<file path="src/rtl/div_pkg.sv">
// Shared definitions for the sequential restoring divider: FSM encoding,
// the default operand width and the iteration counter width.
package div_pkg;

  typedef enum logic [1:0] {
    IDLE   = 2'd0,
    CALC   = 2'd1,
    FINISH = 2'd2
  } state_t;

  localparam int DEFAULT_WIDTH = 4;

  // The counter must be able to hold WIDTH itself.
  function automatic int cnt_width(input int w);
    return $clog2(w + 1);
  endfunction

endpackage

</file>
<file path="src/rtl/addsub_unit.sv">
// Ripple-carry adder/subtractor: mode=1 inverts b and injects a carry-in,
// so sum = a - b and carry_out=1 means no borrow.
module addsub_unit #(
  parameter int WIDTH = 5
) (
  input  logic [WIDTH-1:0] a,
  input  logic [WIDTH-1:0] b,
  input  logic             mode,
  output logic [WIDTH-1:0] sum,
  output logic             carry_out
);

  logic [WIDTH-1:0] b_eff;
  logic             cy;

  assign b_eff = b ^ {WIDTH{mode}};

  always_comb begin
    sum = '0;
    cy  = mode;
    for (int i = 0; i < WIDTH; i++) begin
      sum[i] = a[i] ^ b_eff[i] ^ cy;
      cy     = (a[i] & b_eff[i]) | (cy & (a[i] ^ b_eff[i]));
    end
    carry_out = cy;
  end

endmodule

</file>
<file path="src/rtl/seq_restoring_divider.sv">
// Unsigned restoring divider producing one quotient bit per clock through a
// trial subtraction on a shared add/sub datapath.
//
//   state  | meaning
//   IDLE   | no result yet, waiting for start
//   CALC   | shift/trial-subtract iterations, count runs WIDTH..1
//   FINISH | results pending (pend) or published and held; accepts start
module seq_restoring_divider
  import div_pkg::*;
#(
  parameter int WIDTH = DEFAULT_WIDTH
) (
  input  logic             clk,
  input  logic             rst_n,
  input  logic             start,
  input  logic [WIDTH-1:0] dividend,
  input  logic [WIDTH-1:0] divisor,
  output logic             busy,
  output logic             done,
  output logic [WIDTH-1:0] quotient,
  output logic [WIDTH-1:0] remainder,
  output logic             div_by_zero
);

  localparam int CW = cnt_width(WIDTH);

  state_t           state, state_next;
  logic [WIDTH-1:0] q_reg, r_reg, d_reg;
  logic [CW-1:0]    count;
  logic             pend, dz_pend;
  logic             accept, publish, last_iter;
  logic [WIDTH:0]   trial_a, trial_b, trial;
  logic             no_borrow;
  logic             unused_bits;

  assign accept    = start && ((state == IDLE) || ((state == FINISH) && !pend));
  assign publish   = (state == FINISH) && pend;
  assign last_iter = (state == CALC) && (count == CW'(1));

  assign trial_a = {r_reg, q_reg[WIDTH-1]};
  assign trial_b = {1'b0, d_reg};

  addsub_unit #(.WIDTH(WIDTH + 1)) u_sub (
    .a         (trial_a),
    .b         (trial_b),
    .mode      (1'b1),
    .sum       (trial),
    .carry_out (no_borrow)
  );

  // Because R < D on every iteration, a successful trial fits in WIDTH bits.
  assign unused_bits = trial[WIDTH];

  always_ff @(posedge clk or negedge rst_n) begin
    if (!rst_n) state <= IDLE;
    else        state <= state_next;
  end

  always_comb begin
    state_next = state;
    case (state)
      IDLE, FINISH: if (accept) state_next = (divisor == '0) ? FINISH : CALC;
      CALC:         if (last_iter) state_next = FINISH;
      default:      state_next = IDLE;
    endcase
  end

  always_ff @(posedge clk or negedge rst_n) begin
    if (!rst_n) begin
      q_reg       <= '0;
      r_reg       <= '0;
      d_reg       <= '0;
      count       <= '0;
      pend        <= 1'b0;
      dz_pend     <= 1'b0;
      busy        <= 1'b0;
      done        <= 1'b0;
      quotient    <= '0;
      remainder   <= '0;
      div_by_zero <= 1'b0;
    end else begin
      done <= publish;
      if (accept) begin
        d_reg       <= divisor;
        count       <= CW'(WIDTH);
        div_by_zero <= 1'b0;
        busy        <= (divisor != '0);
        // Divide-by-zero skips CALC and publishes the defined fallback result.
        if (divisor == '0) begin
          q_reg   <= '1;
          r_reg   <= dividend;
          pend    <= 1'b1;
          dz_pend <= 1'b1;
        end else begin
          q_reg   <= dividend;
          r_reg   <= '0;
          pend    <= 1'b0;
          dz_pend <= 1'b0;
        end
      end else if (state == CALC) begin
        q_reg <= {q_reg[WIDTH-2:0], no_borrow};
        r_reg <= no_borrow ? trial[WIDTH-1:0] : trial_a[WIDTH-1:0];
        count <= count - CW'(1);
        if (last_iter) pend <= 1'b1;
      end else if (publish) begin
        quotient    <= q_reg;
        remainder   <= r_reg;
        div_by_zero <= dz_pend;
        pend        <= 1'b0;
        busy        <= 1'b0;
      end
    end
  end

endmodule

</file>
<file path="config.mk">
export PLATFORM = sky130hd
export DESIGN_NAME = seq_restoring_divider
export DESIGN_NICKNAME = d
export VERILOG_FILES = /design/src/rtl/div_pkg.sv /design/src/rtl/addsub_unit.sv /design/src/rtl/seq_restoring_divider.sv
export SDC_FILE = /design/constraint.sdc
export NUM_CORES = 1
export LEC_CHECK = 0
export CAP_MARGIN = 20
export CORE_MARGIN = 4
export CORE_UTILIZATION = 28
export DETAILED_ROUTE_END_ITERATION = 10
export DONT_BUFFER_PORTS = 1
export GPL_ROUTABILITY_DRIVEN = 0
export GPL_TIMING_DRIVEN = 1
export HOLD_SLACK_MARGIN = 0.05
export PLACE_DENSITY = 0.5
export SLEW_MARGIN = 20
export SYNTH_ARGS = -nofsm -noshare
export SYNTH_HDL_FRONTEND = slang
export SYNTH_SLANG_ARGS = --single-unit
</file>
<file path="constraint.sdc">
create_clock -name clk -period 4.2 [get_ports clk]
set_clock_uncertainty 0.15 [all_clocks]
set_input_delay 0.84 -clock clk [delete_from_list [all_inputs] [get_ports clk]]
set_output_delay 0.84 -clock clk [all_outputs]
set_load 0.01 [all_outputs]
</file>
==> metrics.yaml, run 1 <==
status: "finished, final reports clean"
clkTransAtPathRegs_ns: 0.06
start_util_pct: 29.1
antenna_found_initial: 0
reg2reg_slack_ns: 1.55
drv_slew: 0
fin_nets: 163
synth-seq-area-share_pct: 46.3
synth_common_cells: "dfrtp_1, o21ai_0, inv_1, a21oi_1, mux2_2"
async_flop_share_pct: 100
syn2layout_area_growth_pct: 5.94
synthMostInstantiatedCell: "dfrtp_1"
vias_per_cell: 5.21
hold_class: "input pin to async pin"
cp.arrival_ns: 2.65
syn_area_per_cell_um2: 11.0
io_pins: 22
final.period_utilization_pct: 63.2
cap_violations: 0
cts_tree: "built"
grt_max_degree: 31
htreeDepth: 2
grt_setup_unrepaired: "no"
finalHoldViolCount: 0
nFillCells: 578
max_freq_ghz: 0.377
ys_seq_elements: 30
wl_um: 3430
drc: 0
fin_tns_setup_ns: 0
highest-signal-layer: "met4"
placed_area_um2: 1630
cts_inserted_buffers: 5
synth_cells: 148
clock_sinks: 30
ir_worst_vdd_v: 0.000275
fin_util_pct: 30.8
gr-usage-all-layers_pct: 10.4
cts_buffer_depth: 2
routed-wl-met3_um: 169
grt_pass1_vias: 1122
routedWlPerCell_um: 15.7
synth_cell_types: 43
synth.cell_area_um2: 1620
cts-root-buf: "clkbuf_8"
crit_required_ns: 4.19
drt.antenna.violating_nets: 0
dp.final_hpwl_um: 2610
post-cts-setup-buffers: 0
cts.repair.resized: 0
syn_nets: 165
fin_area_um2: 1720
tightest_slew_ns: 0.701
finalCriticalPeriod_ns: 2.65
die_width_um: 84.1
leakage_nw: 0.716
critPathKind: "register to register"
powerDensity_nw_per_um2: 822
synth_area_leaders: "dfrtp_1, mux2_2, o21ai_0, fa_1, a21oi_1"
synth_edf_count: 0
antenna_cells: 0
row_count: 27
dr_total_vias: 1141
first_pass_iters: 4
setup_viol_count_final: 0
drive_gt1_share_pct: 19.7
synth_flop_cell: "dfrtp_1"
critPathLaunchType: "register"
wl_met2_um: 1650
cts_hold_buf: 0
r2r_end: "r_reg[2]$_DFFE_PN0P_"
overflow: 0
yosysWarnings: 0
first_iter_violations: 83
synth_top_area_share_pct: 46.3
reg2reg_from: "q_reg[3]$_DFFE_PN0P_"
core_area_um2: 5570
die_area_um2: 7070
grt_pass1_wl_um: 5820
met1_length_um: 1560
instances_no_fill: 219
placed_cells: 211
endpoint_kind: "register"
synth_top_area_cell: "dfrtp_1"
max_slew_margin_pct: 52.9
numPortBuffers: 0
worst-r2r-cell-count: 11
die_h_um: 84.1
worstPathMaxFanout: 7
fin_hold_ws_ns: 0.103
insertion_delay_ns: 0.28
## area by class of cell
| type | count | area (µm²) | share of cell area [%] |
|---|---|---|---|
| flip-flops and latches | 30 | 751 | 43.7 |
| clock buffers | 7 | 86.3 | 5.03 |
| multi-input cells | 96 | 737 | 42.9 |
| clock inverters | 1 | 5.00 | 0.291 |
| inverters | 13 | 48.8 | 2.84 |
| well taps | 72 | 90.1 | 5.24 |
## report_power, final
part | total [mW] | leakage [nW] | switching, mW | internal [mW]
Combinational | 0.590 | 0.306 | 0.306 | 0.284
Clock | 0.233 | 0.0482 | 0.101 | 0.132
Sequential | 0.589 | 0.362 | 0.160 | 0.429
## kinds of logic after synthesis
| kind of cell | synth area share, % |
|---|---|
| buffers and inverters | 8.26 |
| adders and majority gates | 6.02 |
| AOI/OAI and AO/OA | 18.7 |
| muxes | 7.56 |
| DFF | 46.3 |
| and+or+nand+nor | 12.0 |
| xor gates and xnor gates | 1.08 |
## worst max-delay path by stage
stage	from	endpoint	slack, ns
6_report	q_reg[3]$_DFFE_PN0P_	r_reg[2]$_DFFE_PN0P_	1.55
3_3_place_gp	q_reg[3]$_DFFE_PN0P_	r_reg[2]$_DFFE_PN0P_	1.60
3_5_place_dp	q_reg[3]$_DFFE_PN0P_	r_reg[2]$_DFFE_PN0P_	1.54
5_1_grt	q_reg[3]$_DFFE_PN0P_	r_reg[2]$_DFFE_PN0P_	1.39
4_1_cts	q_reg[3]$_DFFE_PN0P_	r_reg[2]$_DFFE_PN0P_	1.53
2_1_floorplan	q_reg[3]$_DFFE_PN0P_	r_reg[0]$_DFFE_PN0P_	1.71
## per-stage QoR
step           power, mW  setup WS, ns
6_report            1.41          1.55
5_1_grt             1.54          1.39
4_1_cts             1.44          1.53
3_5_place_dp        1.20          1.54
3_3_place_gp        1.17          1.60
2_1_floorplan       1.09          1.71
## layer usage
| layer | vias up | global-route usage, % |
|---|---|---|
| met5 | - | 0 |
| met4 | 0 | 4.39 |
| met3 | 6 | 3.75 |
| met2 | 27 | 15.9 |
| met1 | 570 | 13.1 |
| li1 | 538 | - |
## cell usage in the layout (no fill, tap or decap), types with 4 or more instances in the layout
master,n
dfrtp_1,30
mux2_2,9
a31oi_1,5
a21oi_1,11
nand4_1,4
inv_1,12
clkbuf_8,6
nand2_2,4
o21ai_0,13
nor4_1,4
## worst max-delay path: stages (launching register included)
cell and delay, ns:
dfrtp_1 0.40, inv_1 0.08, ha_1 0.14, inv_1 0.04
fa_1 0.35, inv_1 0.07, fa_1 0.15, inv_1 0.05
fa_1 0.46, or2_2 0.36, o221ai_1 0.17, a31oi_1 0.10
No activity file was read; power rests on OpenSTA's default activity.
==> run 2, diff against run 1 <==
- clock period: 4.2 -> 2.5 ns (I/O delays scaled with it)
==> metrics.yaml, run 2 (synthesized netlist as in run 1, its figures left out) <==
finalHoldViolCount: 0  # unchanged
crit_required_ns: 2.50  # -1.69 ns
crit_path_cell_trace: "inv_2, ha_1, inv_1, fa_2, inv_2, fa_1, inv_2, fa_2, buf_6, o21a_1, o22ai_2, a31oi_1"
status: "finished, final reports clean"
setup_viol_count_final: 0  # unchanged
cts_tree: "built"
power_switching_mw: 1.07  # +88%
powerDensity_nw_per_um2: 1440  # +75%
die_area_um2: 7070  # unchanged
path_delay_family: "adder cells"
antenna_found_initial: 0  # unchanged
final_cell_mix: "dfrtp_1, o21ai_0, a21oi_1, inv_1, mux2_2"
start_util_pct: 29.1  # unchanged
dpl_worst_slack_ns: -0.0974  # -1.63 ns
placed_area_um2: 1660  # +1.8%
drive_gt1_share_pct: 28.1  # +8.4 points
fin_tns_setup_ns: 0  # unchanged
cts_buffer_depth: 2  # unchanged
reg2reg_from: "q_reg[3]$_DFFE_PN0P_"
dr_total_vias: 1178  # +3.2%
reg2reg_slack_ns: 0.07  # -1.48 ns
io_pins: 22  # unchanged
routedWlPerCell_um: 16.3  # +4.0%
first_pass_iters: 4  # unchanged
clock_sinks: 30  # unchanged
intPower_mw: 1.56  # +84%
overflow: 0  # unchanged
grt_max_degree: 31  # unchanged
cts-root-buf: "clkbuf_8"
path_common_cell: "inv_2"
max_slew_margin_pct: 54.9  # +2.0 points
fin_nets: 169  # +3.7%
first_iter_violations: 117  # +41%
clkTransAtPathRegs_ns: 0.07  # about the same
htreeDepth: 2  # unchanged
numPortBuffers: 0  # unchanged
drc: 0  # unchanged
row_count: 27  # unchanged
hold_depth: 1
cpPeakStageDelay_ns: 0.39  # -0.07 ns
dp.final_hpwl_um: 2680  # +2.5%
antenna_cells: 0  # unchanged
endpoint_kind: "register"
seqPwrFrac_pct: 37.9  # -3.8 points
grt_setup_unrepaired: "yes"
p_clk_share_pct: 15.4  # -1.1 points
worst_slack_ns: 0.0656  # -1.48 ns
ir_worst_vdd_v: 0.000609  # +120%
swShare_pct: 40.6  # +0.49 points
hold_start: "divisor[3]"
power_frac_comb_pct: 46.6  # +4.8 points
die_h_um: 84.1  # unchanged
die_width_um: 84.1  # unchanged
hold_class: "input pin to register"
vias_per_cell: 5.24  # +0.49%
finalCriticalPeriod_ns: 2.43  # -0.220 ns
hold_end: "d_reg[3]$_DFFE_PN0P_"
cap_violations: 0  # unchanged
worst-r2r-cell-count: 12  # +1
worstPathMaxFanout: 3  # -4
tightest_slew_ns: 0.671  # -0.0299 ns
max_freq_ghz: 0.411  # +9.0%
nFillCells: 572  # -1.0%
cp.arrival_ns: 2.44  # -0.21 ns
critPathKind: "register to register"
gr-usage-all-layers_pct: 11.3  # +0.91 points
timing.critical_path.buf_inv: 5  # +1
final.period_utilization_pct: 97.4  # +34 points
grt_pass1_wl_um: 6310  # +8.5%
insertion_delay_ns: 0.28  # about the same
crit_path_top_delay_cell: "dfrtp_1"
critPathLaunchType: "register"
syn2layout_area_growth_pct: 12.3
cts_inserted_buffers: 5  # unchanged
drv_slew: 0  # unchanged
r2r_end: "r_reg[1]$_DFFE_PN0P_"
wl_um: 3670  # +6.9%
core_area_um2: 5570  # unchanged
leakage_nw: 0.760  # +6.0%
final_common_cell: "dfrtp_1"
fin_area_um2: 1820  # +6.0%
drt.antenna.violating_nets: 0  # unchanged
grt_pass1_vias: 1202  # +7.1%
==> run 2: cell type report <==
cell class | count | area, µm² | area share [%]
clock buffer | 7 | 86.3 | 4.74
clock inverter | 1 | 5.00 | 0.275
tap | 72 | 90.1 | 4.95
sequential | 30 | 751 | 41.2
inverter | 13 | 48.8 | 2.68
timing repair buffer | 6 | 67.6 | 3.71
multi-input combinational | 96 | 773 | 42.4
==> run 2: power by group through the flow <==
stage / Clock [mW] / Combinational, mW / Sequential (mW)
final: 0.405 / 1.22 / 0.995
after floorplan: 0 / 0.960 / 0.873
after global placement: 0 / 1.05 / 0.991
after detailed placement: 0 / 1.08 / 0.996
after global routing: 0.442 / 1.37 / 1.03
after CTS: 0.414 / 1.13 / 0.994
==> run 2: worst max path at each step <==
stage,start,to,slack [ns],cells after the start
floorplan,q_reg[3]$_DFFE_PN0P_,r_reg[0]$_DFFE_PN0P_,0.005,11
global placement,q_reg[3]$_DFFE_PN0P_,r_reg[2]$_DFFE_PN0P_,-0.05,11
detailed placement,q_reg[3]$_DFFE_PN0P_,r_reg[2]$_DFFE_PN0P_,-0.1,11
CTS,q_reg[3]$_DFFE_PN0P_,r_reg[2]$_DFFE_PN0P_,0.01,12
global route,q_reg[3]$_DFFE_PN0P_,r_reg[1]$_DFFE_PN0P_,-0.05,12
finish,q_reg[3]$_DFFE_PN0P_,r_reg[1]$_DFFE_PN0P_,0.07,12
==> run 2: what timing repair did <==
item                       in CTS  in global routing
resized for setup               4                 10
gates cloned                    0                  0
pin swaps                       1                  7
setup endpoints to repair       4                  4
buffers inserted                0                  0
hold endpoints to repair       30                  0
hold buffers                    2                  0
==> run 2: per-layer routing <==
layer | vias to the layer above | track usage, % | share of wire, %
met5 | - | 0 | 0
met4 | 0 | 4.39 | 1.5
met3 | 5 | 4.64 | 6.7
met2 | 30 | 17.7 | 49
met1 | 600 | 13.7 | 43
li1 | 543 | - | -
==> run 2: stage by stage <==
stage,power (mW),hold WS (ns),util [%],instances
after floorplan,1.83,0.0544,-,148
after global placement,2.04,0.0553,29.7,215
after detailed placement,2.08,0.0553,29.7,215
after CTS,2.54,0.196,32.2,225
after global routing,2.85,0.196,32.7,225
final,2.62,0.203,32.7,225
==> run 3, diff against run 2 <==
- GPL_TIMING_DRIVEN: 1 -> 0
==> metrics.yaml, run 3 (synthesized netlist as in run 1, its figures left out) <==
status: "finished, final reports clean"
powerDensity_nw_per_um2: 1440  # +0.18%
leakage_nw: 0.803  # +5.7%
io_pins: 22  # unchanged
finalCriticalPeriod_ns: 2.49  # +0.0564 ns
drive_gt1_share_pct: 35.0  # +6.9 points
drv_slew: 0  # unchanged
hold_depth: 1  # unchanged
r2r_end: "r_reg[0]$_DFFE_PN0P_"
worst-r2r-cell-count: 12  # unchanged
final_common_cell: "dfrtp_1"
grt_pass1_wl_um: 6280  # -0.54%
dr_total_vias: 1181  # +0.25%
clkTransAtPathRegs_ns: 0.07  # about the same
setup_viol_count_final: 0  # unchanged
swShare_pct: 41.0  # +0.35 points
p_clk_share_pct: 14.6  # -0.8 points
wl_um: 3810  # +4.0%
cts_inserted_buffers: 5  # unchanged
die_area_um2: 7070  # unchanged
die_h_um: 84.1  # unchanged
hold_end: "d_reg[3]$_DFFE_PN0P_"
cp.arrival_ns: 2.54  # +0.10 ns
grt_max_degree: 31  # unchanged
final_cell_mix: "dfrtp_1, o21ai_0, a21oi_1, mux2_2, inv_1"
power_frac_comb_pct: 52.1  # +5.5 points
max_slew_margin_pct: 63.1  # +8.2 points
power_switching_mw: 1.14  # +7.0%
drt.antenna.violating_nets: 0  # unchanged
numPortBuffers: 0  # unchanged
grt_setup_unrepaired: "yes"
intPower_mw: 1.64  # +5.5%
reg2reg_from: "q_reg[3]$_DFFE_PN0P_"
final.period_utilization_pct: 99.6  # +2.3 points
row_count: 27  # unchanged
finalHoldViolCount: 0  # unchanged
first_iter_violations: 73  # -38%
gr-usage-all-layers_pct: 11.5  # +0.24 points
worst_slack_ns: 0.00913  # -0.0564 ns
finalPower_mw: 2.78  # +6.1%
drc: 0  # unchanged
cts_buffer_depth: 2  # unchanged
clock_sinks: 30  # unchanged
dp.final_hpwl_um: 2660  # -0.80%
max_freq_ghz: 0.401  # -2.3%
ir_worst_vdd_v: 0.000593  # -2.7%
critPathKind: "register to register"
syn2layout_area_growth_pct: 19.0
vias_per_cell: 5.09  # -2.8%
first_pass_iters: 4  # unchanged
cts-root-buf: "clkbuf_8"
endpoint_kind: "register"
insertion_delay_ns: 0.28  # about the same
fin_nets: 176  # +4.1%
overflow: 0  # unchanged
seqPwrFrac_pct: 33.3  # -4.6 points
cts_tree: "built"
die_width_um: 84.1  # unchanged
worstPathMaxFanout: 6  # +3
reg2reg_slack_ns: 0.009  # -0.06 ns
critPathLaunchType: "register"
antenna_cells: 0  # unchanged
tightest_slew_ns: 0.553  # -0.118 ns
crit_required_ns: 2.55  # +0.05 ns
grt_pass1_vias: 1183  # -1.6%
dpl_worst_slack_ns: -0.215  # -0.118 ns
antenna_found_initial: 0  # unchanged
htreeDepth: 2  # unchanged
hold_start: "divisor[3]"
routedWlPerCell_um: 16.4  # +0.82%
hold_class: "input pin to register"
fin_util_pct: 34.6  # +1.9 points
core_area_um2: 5570  # unchanged
cap_violations: 0  # unchanged
start_util_pct: 29.1  # unchanged
run 3: cell types whose count changed in the layout (fill, tap and decap cells not counted), sizes merged:
cell	previous run	this run
clkinvlp	0	1
clkbuf	7	8
buf	5	10
run 3: power groups by stage:
| stage | combinational (mW) | clock [mW] | sequential, mW |
|---|---|---|---|
| 3_3_place_gp | 1.14 | 0 | 0.927 |
| 4_1_cts | 1.33 | 0.418 | 0.929 |
| 6_report | 1.45 | 0.406 | 0.927 |
| 2_1_floorplan | 0.960 | 0 | 0.873 |
| 3_5_place_dp | 1.18 | 0 | 0.931 |
| 5_1_grt | 1.63 | 0.445 | 0.959 |
run 3: area by class of cell:
class | instances | area (µm²)
Tap cell | 72 | 90.1
Fill cell | 564 | 3640
Sequential cell | 30 | 751
Clock buffer | 6 | 82.6
Clock inverter | 2 | 12.5
Inverter | 13 | 48.8
Multi-Input combinational cell | 96 | 811
Buffer | 9 | 85.1
Timing Repair Buffer | 4 | 48.8
run 3: worst max-delay path by stage:
stage / start / to
final: q_reg[3]$_DFFE_PN0P_ / r_reg[0]$_DFFE_PN0P_
after global routing: q_reg[3]$_DFFE_PN0P_ / r_reg[0]$_DFFE_PN0P_
after CTS: q_reg[3]$_DFFE_PN0P_ / r_reg[1]$_DFFE_PN0P_
after detailed placement: q_reg[3]$_DFFE_PN0P_ / r_reg[2]$_DFFE_PN0P_
after global placement: q_reg[3]$_DFFE_PN0P_ / r_reg[2]$_DFFE_PN0P_
after floorplan: q_reg[3]$_DFFE_PN0P_ / r_reg[0]$_DFFE_PN0P_
run 3: timing repair:
| item | 4_1_cts | 5_1_grt |
|---|---|---|
| endpoints found under the hold margin | 30 | 0 |
| buffers inserted | 1 | 1 |
| endpoints found under the setup margin | 5 | 5 |
| resized for setup | 13 | 9 |
| hold buffers | 2 | 0 |
| pin swaps | 5 | 12 |
run 3: metrics by stage:
stage | hold WS, ns | instance area [µm²] | TNS (ns) | std cells
4_1_cts | 0.194 | 1880 | -0.00255 | 231
6_report | 0.204 | 1930 | 0 | 232
2_1_floorplan | 0.0544 | 1620 | 0 | 148
3_3_place_gp | 0.0552 | 1710 | -0.534 | 220
3_5_place_dp | 0.0553 | 1710 | -0.583 | 220
5_1_grt | 0.193 | 1930 | -0.280 | 232
run 3: worst max-delay path, cell delays in order (launching register included):
cell and delay (ns):
dfrtp_1 0.42, inv_2 0.10, ha_4 0.13, inv_2 0.03, fa_2 0.32, inv_2 0.06
fa_2 0.18, inv_2 0.04, fa_2 0.35, buf_6 0.15, o21ai_1 0.16, o221ai_2 0.12
a31oi_1 0.19
run 3: layer usage:
layer  GRT usage, %  up-vias  wire length, µm
li1               -      562                -
met1           15.1      597             1700
met2           17.2       15             1900
met3           3.65        7              159
met4           5.26        0               61
met5              0        -                0
